===== src/rtl/dsp_multacc_seq.sv =====
`default_nettype none
// ============================================================================
//  Module   : dsp_multacc_seq
//  Purpose  : Initiator-side sequencer for a DSP38 MULTIPLY_ACCUMULATE slice
//             (output register on, input register off). Takes a valid/ready
//             stream of (A,B) operand pairs, runs one dot product per vector
//             of cfg_len pairs, waits out the DSP latency and returns the
//             raw 38-bit Z on a valid/ready result port.
//  Revision : 1.0 - initial release
// ----------------------------------------------------------------------------
//  Ports
//    clk, lreset            : clock, synchronous active-high reset (also the
//                             DSP RESET)
//    cfg_*                  : vector configuration, sampled on a vector's
//                             first beat only
//    s_valid/s_ready/s_a/s_b: operand beat stream
//    m_valid/m_ready/m_z    : dot-product result stream
//    dsp_*                  : registered drive to / raw Z from the DSP slice
//    busy                   : high whenever the sequencer is not idle
// ============================================================================
module dsp_multacc_seq #(
    parameter int LEN_W = 8,
    parameter int LAT   = 1
) (
    input  logic             clk,
    input  logic             lreset,
    // vector configuration
    input  logic [LEN_W-1:0] cfg_len,
    input  logic             cfg_unsigned_a,
    input  logic             cfg_unsigned_b,
    input  logic             cfg_subtract,
    input  logic [5:0]       cfg_shift_right,
    input  logic             cfg_round,
    input  logic             cfg_saturate,
    // operand stream
    input  logic             s_valid,
    output logic             s_ready,
    input  logic [19:0]      s_a,
    input  logic [17:0]      s_b,
    // result stream
    output logic             m_valid,
    input  logic             m_ready,
    output logic [37:0]      m_z,
    // DSP slice interface
    output logic [19:0]      dsp_a,
    output logic [17:0]      dsp_b,
    output logic [2:0]       dsp_feedback,
    output logic             dsp_load_acc,
    output logic             dsp_unsigned_a,
    output logic             dsp_unsigned_b,
    output logic             dsp_subtract,
    output logic [5:0]       dsp_shift_right,
    output logic             dsp_round,
    output logic             dsp_saturate,
    input  logic [37:0]      dsp_z,
    // status
    output logic             busy
);

    // ------------------------------------------------------------------
    // State encoding
    // ------------------------------------------------------------------
    localparam logic [1:0] c_ST_IDLE  = 2'd0;
    localparam logic [1:0] c_ST_ACC   = 2'd1;
    localparam logic [1:0] c_ST_DRAIN = 2'd2;
    localparam logic [1:0] c_ST_OUT   = 2'd3;

    // Drain counter: loaded with LAT on the last-beat edge and counted down
    // to zero, so Z is captured LAT+1 edges after the last acceptance.
    localparam int                   c_DRAIN_W    = (LAT < 1) ? 1 : $clog2(LAT + 1);
    localparam logic [c_DRAIN_W-1:0] c_DRAIN_INIT = c_DRAIN_W'(LAT);
    localparam logic [c_DRAIN_W-1:0] c_DRAIN_ONE  = c_DRAIN_W'(1);
    localparam logic [LEN_W-1:0]     c_LEN_ONE    = LEN_W'(1);

    // ------------------------------------------------------------------
    // Registers
    // ------------------------------------------------------------------
    logic [1:0]           r_state;
    logic [LEN_W-1:0]     r_cnt;
    logic [c_DRAIN_W-1:0] r_drain;
    logic                 r_m_valid;
    logic [37:0]          r_m_z;
    logic [19:0]          r_dsp_a;
    logic [17:0]          r_dsp_b;
    logic                 r_load_acc;
    logic                 r_unsigned_a;
    logic                 r_unsigned_b;
    logic                 r_subtract;
    logic [5:0]           r_shift_right;
    logic                 r_round;
    logic                 r_saturate;

    // ------------------------------------------------------------------
    // Combinational helpers
    // ------------------------------------------------------------------
    logic             w_s_ready;
    logic             w_accept;
    logic [LEN_W-1:0] w_len_m1;

    // Ready is decoded from the state register; gating with lreset keeps
    // the stream stalled for the whole time reset is held, including the
    // very first reset cycle before any edge has been seen.
    assign w_s_ready = !lreset && ((r_state == c_ST_IDLE) || (r_state == c_ST_ACC));
    assign w_accept  = s_valid && w_s_ready;

    // Remaining beats after the first one; a length of zero behaves as one.
    assign w_len_m1  = (cfg_len == '0) ? '0 : (cfg_len - c_LEN_ONE);

    // ------------------------------------------------------------------
    // Sequencer
    // ------------------------------------------------------------------
    always_ff @(posedge clk) begin
        if (lreset) begin
            r_state       <= c_ST_IDLE;
            r_cnt         <= '0;
            r_drain       <= '0;
            r_m_valid     <= 1'b0;
            r_m_z         <= '0;
            r_dsp_a       <= '0;
            r_dsp_b       <= '0;
            r_load_acc    <= 1'b0;
            r_unsigned_a  <= 1'b0;
            r_unsigned_b  <= 1'b0;
            r_subtract    <= 1'b0;
            r_shift_right <= '0;
            r_round       <= 1'b0;
            r_saturate    <= 1'b0;
        end else begin
            // Operands are zero on every cycle without an accepted beat so
            // the free-running accumulator adds nothing and just holds.
            r_dsp_a    <= '0;
            r_dsp_b    <= '0;
            r_load_acc <= 1'b0;
            if (w_accept) begin
                r_dsp_a <= s_a;
                r_dsp_b <= s_b;
            end

            case (r_state)
                c_ST_IDLE: begin
                    if (w_accept) begin
                        // First beat: restart the accumulator and freeze the
                        // vector configuration until the next first beat.
                        r_load_acc    <= 1'b1;
                        r_unsigned_a  <= cfg_unsigned_a;
                        r_unsigned_b  <= cfg_unsigned_b;
                        r_subtract    <= cfg_subtract;
                        r_shift_right <= cfg_shift_right;
                        r_round       <= cfg_round;
                        r_saturate    <= cfg_saturate;
                        r_cnt         <= w_len_m1;
                        if (w_len_m1 == '0) begin
                            r_state <= c_ST_DRAIN;
                            r_drain <= c_DRAIN_INIT;
                        end else begin
                            r_state <= c_ST_ACC;
                        end
                    end
                end

                c_ST_ACC: begin
                    if (w_accept) begin
                        r_cnt <= r_cnt - c_LEN_ONE;
                        if (r_cnt == c_LEN_ONE) begin
                            r_state <= c_ST_DRAIN;
                            r_drain <= c_DRAIN_INIT;
                        end
                    end
                end

                c_ST_DRAIN: begin
                    if (r_drain == '0) begin
                        r_m_z     <= dsp_z;
                        r_m_valid <= 1'b1;
                        r_state   <= c_ST_OUT;
                    end else begin
                        r_drain <= r_drain - c_DRAIN_ONE;
                    end
                end

                c_ST_OUT: begin
                    if (m_ready) begin
                        r_m_valid <= 1'b0;
                        r_state   <= c_ST_IDLE;
                    end
                end

                default: begin
                    r_state <= c_ST_IDLE;
                end
            endcase
        end
    end

    // ------------------------------------------------------------------
    // Outputs
    // ------------------------------------------------------------------
    assign s_ready         = w_s_ready;
    assign m_valid         = r_m_valid;
    assign m_z             = r_m_z;
    assign dsp_a           = r_dsp_a;
    assign dsp_b           = r_dsp_b;
    assign dsp_feedback    = 3'b000;
    assign dsp_load_acc    = r_load_acc;
    assign dsp_unsigned_a  = r_unsigned_a;
    assign dsp_unsigned_b  = r_unsigned_b;
    assign dsp_subtract    = r_subtract;
    assign dsp_shift_right = r_shift_right;
    assign dsp_round       = r_round;
    assign dsp_saturate    = r_saturate;
    assign busy            = (r_state != c_ST_IDLE);

endmodule
`default_nettype wire


===== config.mk =====
export PLATFORM = sky130hd
export DESIGN_NAME = dsp_multacc_seq
export DESIGN_NICKNAME = d
export VERILOG_FILES = /design/src/rtl/dsp_multacc_seq.sv
export SDC_FILE = /design/constraint.sdc
export NUM_CORES = 1
export LEC_CHECK = 0
export CELL_PAD_IN_SITES_DETAIL_PLACEMENT = 0
export CELL_PAD_IN_SITES_GLOBAL_PLACEMENT = 1
export CORE_AREA = 4 4 134 136
export DETAILED_ROUTE_END_ITERATION = 16
export DIE_AREA = 0 0 138 140
export PLACE_DENSITY_LB_ADDON = 0.1
export SLEW_MARGIN = 10
export SYNTH_ARGS = -nofsm -noshare
export SYNTH_HDL_FRONTEND = slang
export SYNTH_SLANG_ARGS = --single-unit

===== constraint.sdc =====
create_clock -name clk -period 1.9 [get_ports clk]
set_input_delay 0.475 -clock clk [delete_from_list [all_inputs] [get_ports clk]]
set_output_delay 0.475 -clock clk [all_outputs]
set_load 0.005 [all_outputs]

# After elaboration in Yosys (flattened, before gate mapping)
# Cells that the tools add are included.
# Widths: inputs -> output; s select.
totals:
  regBits: 100
  in_bits: 99
  wordCells: 70
op_classes:
  add_sub_neg: 3
  eq_ne: 10
  muxes: 21
  n_bitwise: 3
  n_reduce_logical: 19
ops:
  columns: ["operator", "count"]
  rows:
  - ["$mux 8", 3]
  - ["$logic_not 8->1", 2]
  - ["$pmux 8 s2", 1]
  - ["$sub 8x1->8 const B", 2]
  - ["$mux 2", 6]
  - ["$reduce_and 5->1", 2]
  - ["$eq 8x1->1 const B", 1]
  - ["$mux 1", 8]
  - ["$ne 2x2->1 const B", 4]
  - ["$pmux 2 s4", 1]
  - ["$reduce_and 3->1", 2]
  - ["$reduce_bool 2->1", 3]
  - ["$eq 2x2->1 const B", 2]
  - ["$ne 2x1->1 const B", 2]
  - ["$reduce_and 2->1", 2]
  - ["$reduce_or 2->1", 2]
  - ["$not 1->1", 3]
  - ["$pmux 1 s3", 1]
  - ["$reduce_bool 3->1", 1]
  - ["$eq 2x1->1 const B", 1]
  - ["$logic_and 1x1->1", 2]
  - ["$logic_not 2->1", 1]
  - ["$pmux 1 s2", 1]
  - ["$logic_not 1->1", 1]
  - ["2 further kinds", 2]

# Depth between registers and ports, before layout
logic_depth:
  depth_word: 6
  ltp_mapped: 8
  depth_no_buf: 7

# Worst setup path before layout
# Ideal clock, no wire load.
synth_path:
  path_type: "in2reg"
  from: "input port cfg_len[0]"
  to: "register r_cnt[5]"
  arrival_ps: 1780
  required_ps: 1768
  setup_slack_ps: -12
  cell_stages: 7
  cell_sequence: "inv_1 ha_1 or3b_2 o311ai_0 a21oi_1 o21ai_0 a21oi_1"
synth_between:
  elab_chain_len: 4
  word_cells_on_any_way: 5
  classes_between: "1 x add/sub; 3 x mux; 1 x reduce/logical"
synth_rtl:
  columns: ["item", "line", "text"]
  rows:
  - ["start, declared", "28", "input logic [LEN_W-1:0] cfg_len,"]
  - ["$sub 8x1->8 / $logic_not 8->1 (equally long branches)", "107", "assign w_len_m1 = (cfg_len == '0) ? '0 : (cfg_len - c_LEN_ONE);"]
  - ["$mux 8 *", "107", null]
  - ["$mux 8 *", "141", "if (w_accept) begin"]
  - ["$pmux 8 s2 *", "139", "case (r_state)"]
  - ["end signal, assigned", "151", "r_cnt <= w_len_m1;"]
  - ["end signal, assigned", "163", "r_cnt <= r_cnt - c_LEN_ONE;"]
  - ["end, declared", "79", "logic [LEN_W-1:0] r_cnt;"]
# Every way passes the cells marked *; elsewhere a longest branch is shown, timed or not. The select of a mux whose other input is x is not followed.
# A chain may end at the register's enable or synchronous reset.

# Worst setup path in the final report
layout_path:
  from: "input port cfg_len[2]"
  to: "register r_state[0]"
layout_between:
  elab_chain_len: 6
  word_cells_on_any_way: 7
  classes_between: "1 x add/sub; 4 x mux; 2 x reduce/logical"
layout_rtl:
  columns: ["item", "line", "text"]
  rows:
  - ["$sub 8x1->8 / $logic_not 8->1 (equally long branches)", "107", null]
  - ["$mux 8 *", "107", null]
  - ["$logic_not 8->1 *", "152", "if (w_len_m1 == '0) begin"]
  - ["$mux 2 *", "152", null]
  - ["$mux 2 *", "141", null]
  - ["$pmux 2 s4 *", "139", null]
  - ["end signal, assigned", "153", "r_state <= c_ST_DRAIN;"]
  - ["end signal, assigned", "156", "r_state <= c_ST_ACC;"]
  - ["end signal, assigned", "165", "r_state <= c_ST_DRAIN;"]
  - ["end, declared", "78", "logic [1:0] r_state;"]
# Marked as above.

==> metrics <==
status=completed; count of state elements after synthesis=100; CP required=2.13 ns; dpl hpwl=between 9000 and 10,000 um; Post-synth EDFFs=0; first-pass GRT wire length=20,290 um; initial core utilization=22.51%; register area share after synthesis=52.51%; setup TNS=0 ns; top_reg_cell synth=dfxtp_1; clock slew at reported path FFs=roughly 0.070 ns; # IOs=193; FFs w/ async S/R, synth=0%; Final setup viols=0; Post-CTS Hold Buffers=0; Reg area=2003 um^2; Crit. End Element=flip-flop; crit path launch type=input pin; die extent in x=138 um; GRT Overall Usage=between 10% and 20%; Synth Cell Area=around 3800 um^2; crit path time final=1.830 ns; RSZ-0062 raised after global routing=no; Die Y=140 um; Post-DP Area=6145 um^2; CP arrival=2.06 ns; drt pass-1 iters=4; share of post-route cells with drive strength above 1=between 10% and 20%; DP Worst Slack=-0.6332 ns; Detail Route Antenna Nets=0; post-layout util=approximately two fifths; initial antenna violation count=1; clk sinks=100; count of cell types in the netlist=48; MaxCap Viol Count=0; via count=3,797; Final period util=96.34%; Layout Cells excl Fill=886; GPL Wtd Cong=0.8151; root buf cell=clkbuf_16; Crit Path Class=in2reg; CTS tree=built; skew final=slightly above 0.01 ns; die area=19,320 um^2; HP Class=reg2reg; GRT overflow=0; Leak=between 2 and 3 nW; Avg Synthesized Cell Area=around 8.5 um^2; Cells after Synth=447; DRC viols=0; synth warn=0; Crit Path Max Fanout=5; total wire length=12,750 um; Area Overhead vs Synth=74.11%; multi-input logic area=1799 um^2; fill count=1,704; CTS Buf Count=9; Highest Clock Rate=546.3 MHz; PwrDens=~1000 nW/um^2; pin count of the biggest net entering global routing=39; post-route setup slack=about 0.070 ns; worst skew pair latency=0.34 ns; cell count after placement=866; core region area=16,940 um^2; Fin. Hold Viols=0; worst hold margin=between 0.4 and 0.5 ns; cell area after layout=between 6000 and 7000 um^2; clk buf depth=2; post-DR wirelength/cell=14.39 um; nets=762; vias in the first global route=3,831; Port-buffer cells=189; row count=48; Vias/cell=about 4.3; Max IR drop VDD=0.5117 mV; Slew Limit Fails=0; H-Tree Depth=3; Total Power=~7 mW; initial DRC count=109
==> cells in the mapped netlist (all sizes together) (2+ instances only) <==
master,number,area share (%)
nand2b,6,0.98
o22ai,2,0.33
nand3,5,0.66
nor2,10,0.98
o2111ai,3,0.69
buf,9,1.3
nor2b,2,0.33
clkbuf,23,2.3
ha,8,2.6
and3,38,6.2
nor3,9,1.3
a21o,2,0.39
or3,5,0.95
dfxtp,100,53
o31ai,4,1.1
nor4,3,0.66
nand2,116,11
a21oi,58,7.6
inv,12,1.2
a211oi,4,0.92
o21ai,9,1.2
==> worst max-delay path: stages <==
cell           delay [ns]
dlygate4sd2_1        0.28
or3_4                0.40
o31ai_4              0.30
buf_6                0.14
o2111ai_4            0.13
o2111ai_2            0.23
o31ai_2              0.09
==> cell families (layout without fill, tap and decap cells) <==
group	count (synthesis)	after routing	synth area share (%)
AND/OR/NAND/NOR	199	199	24.48
flip-flops	100	100	52.51
AO/OA/AOI/OAI	92	92	14.77
buffers and inverters	44	255	4.758
adder cells (fa/ha/maj)	8	8	2.626
XOR/XNOR	2	2	0.4596
other	1	4	0.09836
multiplexers	1	1	0.2954
==> worst paths after layout <==
check | startpoint | endpoint | slack, ns | cells past startpoint
setup / recovery | cfg_len[2] | r_state[0]$_SDFFE_PP0P_ | 0.07 | 7
hold / removal | m_z[6]$_SDFFE_PP0P_ | m_z[6]$_SDFFE_PP0P_ | 0.45 | 2
setup reg to reg | r_state[1]$_SDFFE_PP0P_ | r_drain$_SDFFE_PP0P_ | 0.11 | 9
hold reg to reg | m_z[6]$_SDFFE_PP0P_ | m_z[6]$_SDFFE_PP0P_ | 0.45 | 2
==> placed cells by master, fill, tap and decap left out, types with 2 or more instances in the layout <==
cell type        count
clkdlybuf4s50_1    180
nand2_1            116
dfxtp_1             99
a21oi_1             58
and3_1              38
buf_4               34
clkbuf_16            9
inv_1                8
nor2_1               8
o21ai_0              8
nand2b_1             6
nand3_1              5
ha_1                 5
inv_2                4
nor3_1               4
nor3_2               4
dlymetal6s2s_1       4
or3_1                3
ha_4                 3
conb_1               3
clkinv_4             3
or3_4                2
nor4_4               2
a211oi_1             2
o31ai_1              2
o2111ai_2            2
o22ai_1              2
a211oi_2             2
a21o_1               2
clkbuf_2             2
dlygate4sd2_1        2
buf_12               2
buf_6                2
==> metal layers <==
metal	global-route usage, %	up-vias	wire (um)	part of all wire, %
met5	0	-	0	0
met1	15.57	1703	5594	44
met3	6.555	15	1281	10
met4	4.784	0	238	1.9
met2	20.12	162	5634	44
li1	-	1917	-	-
==> report_power, final <==
group	internal (mW)	switching, mW
registers	2.43	0.181
clock network	1.06	0.827
logic	1.27	1.06
==> sequential cells by signal (all words and copies together), names as in the netlist, 2 cells and up <==
register and flops:
dsp_b 18, m_z 38, r_state 2, r_cnt 8, dsp_shift_right 6, dsp_a 20
==> repair_timing <==
action / 4_1_cts / 5_1_grt
gates resized for setup: 25 / 19
pin swaps: 9 / 7
setup endpoints to repair: 8 / 11
buffers inserted: 1 / 2
endpoints found under the hold margin: 0 / 0
==> area by class of cell <==
type / count / area share [%]
timing repair buffer: 227 / 33.18
sequential: 100 / 30.18
multi-input combinational: 305 / 27.11
tap: 225 / 4.241
clock buffer: 11 / 3.657
clock inverter: 5 / 0.9237
inverter: 12 / 0.6786
antenna: 1 / 0.03770
Power figures use the tool's default switching activity.
